--- src/rtl/cdb_pkg.sv ---
// Shared CDB definitions.
// Holds the default ROB / physical-register geometry and the CDB packet
// layout. The ROB completion port and the ready-table update logic use the
// same packet layout.
package cdb_pkg;

    localparam int unsigned NUM_FU_DEF = 4;
    localparam int unsigned ROB_SIZE   = 16;
    localparam int unsigned ROB_IDX_W  = $clog2(ROB_SIZE);
    localparam int unsigned PREG_W     = 6;
    localparam int unsigned SRC_FU_W   = $clog2(NUM_FU_DEF);

    typedef struct packed {
        logic [ROB_IDX_W-1:0] rob_idx;
        logic [PREG_W-1:0]    dest_preg;
        logic [SRC_FU_W-1:0]  src_fu;
    } cdb_pkt_t;

endpackage

--- src/rtl/cdb_arbiter_rr_pick.sv ---
// rr_pick: combinational rotating-priority picker.
// Scans req starting at ptr, wrapping at N (N need not be a power of two).
//   req : request vector
//   ptr : first index to consider (0..N-1)
//   gnt : one-hot grant, all-zero when no request
//   idx : encoded index of the granted request
//   any : at least one request present
module rr_pick #(
    parameter int unsigned N  = 4,
    parameter int unsigned PW = $clog2(N)
) (
    input  logic [N-1:0]  req,
    input  logic [PW-1:0] ptr,
    output logic [N-1:0]  gnt,
    output logic [PW-1:0] idx,
    output logic          any
);

    int unsigned cand;

    always_comb begin
        gnt  = '0;
        idx  = '0;
        any  = 1'b0;
        cand = 0;
        for (int unsigned k = 0; k < N; k++) begin
            // ptr < N, so one conditional subtract implements the wrap
            cand = 32'(ptr) + k;
            if (cand >= N) begin
                cand = cand - N;
            end
            if (!any && req[cand]) begin
                any       = 1'b1;
                gnt[cand] = 1'b1;
                idx       = PW'(cand);
            end
        end
    end

endmodule

--- src/rtl/cdb_arbiter.sv ---
// cdb_arbiter: round-robin arbiter onto the common data bus.
// Accepts at most one FU completion per cycle (valid/ready) and registers it
// onto the CDB, which feeds the ROB completion port and the ready table.
//   clk, rst          : clock, asynchronous active-low reset
//   fu_valid/fu_ready : per-FU handshake, fu_ready is one-hot
//   fu_rob_idx        : per-FU ROB entry of the completion
//   fu_dest_preg      : per-FU destination physical register
//   cdb_stall         : consumer cannot take the CDB word this cycle
//   flush             : discard the CDB word, grant nothing this cycle
//   cdb_*             : registered CDB word and the FU that produced it
module cdb_arbiter #(
    parameter  int unsigned NUM_FU    = cdb_pkg::NUM_FU_DEF,
    parameter  int unsigned ROB_SIZE  = cdb_pkg::ROB_SIZE,
    parameter  int unsigned PREG_W    = cdb_pkg::PREG_W,
    localparam int unsigned ROB_IDX_W = $clog2(ROB_SIZE),
    localparam int unsigned SRC_W     = $clog2(NUM_FU)
) (
    input  logic                             clk,
    input  logic                             rst,
    input  logic [NUM_FU-1:0]                fu_valid,
    output logic [NUM_FU-1:0]                fu_ready,
    input  logic [NUM_FU-1:0][ROB_IDX_W-1:0] fu_rob_idx,
    input  logic [NUM_FU-1:0][PREG_W-1:0]    fu_dest_preg,
    input  logic                             cdb_stall,
    input  logic                             flush,
    output logic                             cdb_valid,
    output logic [ROB_IDX_W-1:0]             cdb_rob_idx,
    output logic [PREG_W-1:0]                cdb_dest_preg,
    output logic [SRC_W-1:0]                 cdb_src_fu
);

    logic [SRC_W-1:0]  rr_ptr;
    logic [NUM_FU-1:0] pick_gnt;
    logic [SRC_W-1:0]  pick;
    logic              pick_any;
    logic              can_load;

    rr_pick #(
        .N  (NUM_FU),
        .PW (SRC_W)
    ) u_pick (
        .req (fu_valid),
        .ptr (rr_ptr),
        .gnt (pick_gnt),
        .idx (pick),
        .any (pick_any)
    );

    // Bus slot is free when empty or being drained this cycle; flush blocks it.
    assign can_load = ~flush & (~cdb_valid | ~cdb_stall);

    // rst gating keeps grants off while reset is held, independent of the
    // (already cleared) output register.
    assign fu_ready = (rst && can_load) ? pick_gnt : '0;

    always_ff @(posedge clk or negedge rst) begin
        if (!rst) begin
            cdb_valid     <= 1'b0;
            cdb_rob_idx   <= '0;
            cdb_dest_preg <= '0;
            cdb_src_fu    <= '0;
            rr_ptr        <= '0;
        end else if (flush) begin
            cdb_valid <= 1'b0;
        end else if (can_load) begin
            if (pick_any) begin
                cdb_valid     <= 1'b1;
                cdb_rob_idx   <= fu_rob_idx[pick];
                cdb_dest_preg <= fu_dest_preg[pick];
                cdb_src_fu    <= pick;
                rr_ptr        <= (pick == SRC_W'(NUM_FU - 1)) ? '0 : pick + 1'b1;
            end else begin
                cdb_valid <= 1'b0;
            end
        end
    end

endmodule

--- config.mk ---
export PLATFORM = sky130hd
export DESIGN_NAME = cdb_arbiter
export DESIGN_NICKNAME = d
export VERILOG_FILES = /design/src/rtl/cdb_pkg.sv /design/src/rtl/cdb_arbiter_rr_pick.sv /design/src/rtl/cdb_arbiter.sv
export SDC_FILE = /design/constraint.sdc
export NUM_CORES = 1
export LEC_CHECK = 0
export ABC_AREA = 1
export CORE_AREA = 4 4 86 88
export CTS_BUF_LIST = sky130_fd_sc_hd__clkbuf_4 sky130_fd_sc_hd__clkbuf_8 sky130_fd_sc_hd__clkbuf_16
export DETAILED_ROUTE_END_ITERATION = 10
export DIE_AREA = 0 0 90 92
export GPL_ROUTABILITY_DRIVEN = 0
export SYNTH_ARGS = -nofsm -noshare
export SYNTH_HDL_FRONTEND = slang
export SYNTH_HIERARCHICAL = 1
export SYNTH_SLANG_ARGS = --single-unit
--- constraint.sdc ---
create_clock -name clk -period 2.4 [get_ports clk]
set_clock_uncertainty 0.1 [all_clocks]
set_input_delay 0.48 -clock clk [delete_from_list [all_inputs] [get_ports clk]]
set_output_delay 0.48 -clock clk [all_outputs]
set_load 0.01 [all_outputs]
* Word-level counts from Yosys, hierarchy flattened
Index checks and enable logic that the tools add are counted.
** Storage, ports and cells
- Register bits :: 15
- Bits in latches :: 0
- Memory bits (writable) :: 0
- Bits in read-only memories :: 0
- Input port bits :: 48
- Output and inout bits :: 17
- Word-level logic and storage cells :: 89
- Memories kept :: 0
** Operators by class
- Add/subtract/negate cells :: 8
- Multipliers :: 0
- Divide/modulo/power cells :: 0
- $lt $le $gt $ge :: 13
- Equal/unequal tests :: 1
- Shift-type cells :: 0
- Multiplexer cells :: 41
- Bitwise gates (word level) :: 8
- Reductions and logical operators :: 13
** Operators with widths (count)
- greater-or-equal comparator 32 x 1 -> 1 bit, second input constant :: 4
- < comparator 32 x 3 -> 1 bit, second input constant :: 4
- two-way mux 32 bit :: 4
- greater-or-equal comparator 32 x 3 -> 1 bit, second input constant :: 3
- subtractor 32 x 3 -> 32 bit, second input constant :: 3
- two-way mux 4 bit :: 6
- two-way mux 1 bit :: 15
- binary-select mux 6 bit (select 2 bit) :: 1
- bitwise OR 4 bit :: 3
- two-way mux 2 bit :: 5
- binary-select mux 1 bit (select 2 bit) :: 4
- binary-select mux 4 bit (select 2 bit) :: 1
- demux 1 bit (select 2 bit) :: 4
- logical AND 1 bit :: 8
- adder 2 x 2 -> 3 bit, second input constant :: 2
- two-way mux 6 bit :: 1
- subtractor 2 x 3 -> 4 bit, second input constant :: 1
- adder 2 x 1 -> 3 bit, second input constant :: 1
- greater-or-equal comparator 2 x 3 -> 1 bit, second input constant :: 1
- zero test 1 bit :: 3
- < comparator 2 x 3 -> 1 bit, second input constant :: 1
- inverter 1 bit :: 3
- AND reduction 3 bit :: 1
- adder 2 x 1 -> 2 bit, second input constant :: 1
- other kinds (4) :: 4

* Logic depth before layout (Yosys ltp)
- Depth in word-level cells :: 17
- Gate-level depth with buffers :: 16
- Mapped depth without buffers :: 14

* Hierarchy
The synthesis kept the hierarchy.
** By module, submodules not included
- cdb_arbiter :: instances 1, cells an instance 191, area each 1122.3 um^2
- rr_pick :: instances 1, cells an instance 77, area each 478.0 um^2

* Worst setup path before layout
No wires, ideal clock.
- Kind :: flip-flop to output port
- From :: register rr_ptr[0]
- To :: output port fu_ready[0]
- Data arrival time :: 1.839 ns
- Required time :: 1.820 ns
- Setup slack :: -0.019 ns
- Stages on the path, launching flop included :: 11
- Path through :: dfrtp_1 > inv_2 > ha_1 > inv_1 > nand3_1 > nand2_1 > nor2_1 > a21oi_1 > nand3_1 > inv_1 > nor2_1
** Between the ends
- Longest elaborated chain between the ends :: 15
** RTL lines
- from (decl) :: line cdb_arbiter.sv:32 : logic [SRC_W-1:0] rr_ptr;
- from (signal assigned) :: line cdb_arbiter.sv:71 : rr_ptr <= (pick == SRC_W'(NUM_FU - 1)) ? '0 : pick + 1'b1;
- branches (longest 13 deep; another with subtractor 32 x 3 -> 32 bit)
- two-way mux 4 bit (*) :: line cdb_arbiter_rr_pick.sv:32 : if (!any && req[cand]) begin
- via pick_gnt[0] :: line cdb_arbiter.sv:33 : logic [NUM_FU-1:0] pick_gnt;
- two-way mux 4 bit (*) :: line cdb_arbiter.sv:54 : assign fu_ready = (rst && can_load) ? pick_gnt : '0;
- to (decl) :: line cdb_arbiter.sv:21 : output logic [NUM_FU-1:0] fu_ready,
Mark *: on every way through the listed nets, which the timed path passes. The select of a mux whose other input is x is not followed.

* Final worst setup path
- From :: register rr_ptr[0]
- To :: output port fu_ready[3]
Same word-level chain as after synthesis.

==> results.yml <==
run_status:
  outcome: "finished clean"
power_and_ir_drop:
  leakage_nw: 1.49
  power_density_mw_per_mm2: 1630
  power_switching_mw: 2.25
  power_frac_comb_pct: 85.3
  p_seq_share_pct: 10.2
  p_int_mw: 2.26
  clock_power_share_pct: 4.6
  switching_share_pct: 50.0
  ir_drop_v: 0.000695
  total_power_mw: 4.51
routing:
  drtIter0Drc: 113
  routed_wl_um: 5290
  routedWlPerCell_um: 12.0
  ant_nets: 0
  dr.pass1.iters: 4
  vias: 1932
  drcViolationCount: 0
  detail_route.vias_per_cell: 4.37
die:
  std_cell_rows: 30
  initial_core_util_pct: 24.1
  die_h_um: 92
  boundaryPins: 65
  die_width_um: 90
  core_area_mm2: 0.00664
  die-area_mm2: 0.00828
cts:
  cts_buffers: 3
  clock_sinks: 15
  cts_buffer_depth: 2
  ctsRootBufferMaster: "clkbuf_8"
  clock_latency_ns: 0.25
  clk_pin_slew_ns: 0.06
  cts_tree: "built"
  h-tree-depth: 1
finish:
  nNetsFinal: 420
  drive_gt1_share_pct: 23.5
  utilization_pct: 41.8
  n_antenna_cell: 0
  synthToLayoutAreaGrowth_pct: 73.3
  final_common_cell: "nand2_1"
  layout_common_cells: "95 x nand2_1, 56 x clkdlybuf4s50_1, 51 x inv_1, 31 x nand3_1, 23 x buf_4"
critical_path:
  worst_ep_arrival_time_ns: 1.78
  startpoint_type: "flop"
  cp-end-kind: "output pin"
  cp_max_fo: 10
  critical_path_class: "reg2out"
  crit_required_ns: 1.82
sta:
  rsz0062_at_grt: "yes"
  hold_slack_ns: 0.379
  tightest_slew_ns: 0.386
  setup_ws_ns: 0.0414
  slew_headroom_pct: 74.2
  finalMaxSlewViolations: 0
  period_share_pct: 98.3
  fin_crit_ns: 2.36
  setup_viol: 0
  final.setup.tns_ns: 0
  max_freq_mhz: 424
  timing.final.hold_violations: 0
yosys:
  syn-num-nets: 325
  seq_area_frac_synth_pct: 23.5
  ys.warnings.count: 6
  synth_top_family_by_area: "simple AND/OR/NAND/NOR gates"
  synth_xor_area_share_pct: 0
  synth-compound-area-share_pct: 5.00
  synth_cells: 268
  synth.area.mux_share_pct: 0
  ys_types: 19
  synth-seq-cells: 15
  synth_fa_ha_area_share_pct: 7.04
  synth_area_mm2: 0.00160
  avgSynthCellArea_um2: 5.97
  synthSimpleGateAreaFrac_pct: 46.4
grt:
  gr-total-overflow: 0
  gr-usage-all-layers_pct: 11.9
  grt_pass1_wl_um: 8280
  grt_max_degree: 18
  grt_antenna_before_repair: 0
  grt_pass1_vias: 1836
place:
  port_buffers: 64
  dp_hpwl_um: 3840
  post-place-ws_ns: -0.643
hold_path:
  hp-class: "reg2reg"
job:
  drv_cap: 0
routing by layer:
layer | share of wire, % | GRT usage, % | vias up | wire [µm]
met5 | 0 | 0 | - | 0
met4 | 2.8 | 4.59 | 0 | 149
met3 | 3.9 | 1.39 | 15 | 206
met2 | 50 | 22.2 | 52 | 2670
met1 | 43 | 14.0 | 867 | 2270
li1 | - | - | 998 | -
cells by family (layout without fill, tap and decap cells):
family,count (synthesis),count (layout)
buffers and inverters,66,159
adder cells (fa/ha/maj),9,9
flip-flops,15,15
AO/OA/AOI/OAI,14,14
AND/OR/NAND/NOR,164,165
worst paths after layout:
kind	end	slack (ns)	depth (start not counted)	start
worst min register to register	cdb_rob_idx[2]$_DFFE_PN0P_	0.38	2	cdb_rob_idx[2]$_DFFE_PN0P_
worst max-delay path	fu_ready[3]	0.04	10	rr_ptr[0]$_DFFE_PN0P_
min in group asynchronous	cdb_valid$_DFFE_PN0P_	0.49	2	rst
worst min-delay path	cdb_rob_idx[2]$_DFFE_PN0P_	0.38	2	cdb_rob_idx[2]$_DFFE_PN0P_
max in group asynchronous	rr_ptr[0]$_DFFE_PN0P_	1.52	2	rst
worst max register to register	rr_ptr[1]$_DFFE_PN0P_	0.05	16	rr_ptr[0]$_DFFE_PN0P_
registers in the layout (all words and copies together), names as in the netlist:
signal         cells
cdb_src_fu         2
cdb_valid          1
cdb_rob_idx        4
rr_ptr             2
cdb_dest_preg      6
cell type report:
class	instances	area, µm²
sequential	15	377
clock inverter	1	5.00
timing repair buffer	97	930
multi-input combinational	188	1090
timing repair inverter	1	7.51
tap	80	100
fill	684	3870
clock buffer	3	41.3
inverter	57	228
synthesized netlist by cell type:
master | count | area, µm²
nand3_2 | 1 | 10.0
o21ai_0 | 3 | 15.0
nor2_4 | 1 | 11.3
dfrtp_1 | 15 | 375
nand2_1 | 104 | 390
inv_1 | 55 | 206
buf_6 | 4 | 45.0
buf_4 | 2 | 15.0
inv_2 | 2 | 7.51
nand3_4 | 2 | 35.0
buf_2 | 3 | 15.0
nor2_1 | 6 | 22.5
a21oi_1 | 7 | 35.0
nand2_4 | 1 | 11.3
nand4_1 | 7 | 43.8
a21boi_0 | 4 | 30.0
nand2_2 | 7 | 43.8
nand3_1 | 35 | 175
ha_1 | 9 | 113
per-stage QoR:
stage | std cells | cell area, µm²
after floorplan | 268 | 1600
after global placement | 427 | 2460
after detailed placement | 427 | 2460
after CTS | 439 | 2640
after global routing | 442 | 2770
final | 442 | 2770
power by group through the flow:
stage          logic (mW)  clock network, mW  registers, mW
6_report             3.84              0.206          0.458
5_1_grt              4.22              0.223          0.474
4_1_cts              3.48              0.211          0.454
3_5_place_dp         3.03                  0          0.457
3_3_place_gp         2.99                  0          0.457
2_1_floorplan        1.87                  0          0.526
critical path: stages, from the launching register on:
cell	delay (ns)
dfrtp_2	0.43
buf_6	0.16
nand2_2	0.10
nand3_4	0.12
buf_4	0.18
a21boi_1	0.17
a21oi_2	0.05
nand3_1	0.08
inv_1	0.04
nor2_1	0.07
buf_2	0.13
repair_timing:
| item | in CTS | in global routing |
|---|---|---|
| gates resized for setup | 46 | 30 |
| gates cloned | 2 | 1 |
| pin swaps | 11 | 25 |
| setup endpoints to repair | 10 | 17 |
| buffers inserted | 6 | 2 |
| hold buffers | 0 | 0 |
No activity file was read; power rests on OpenSTA's default activity.
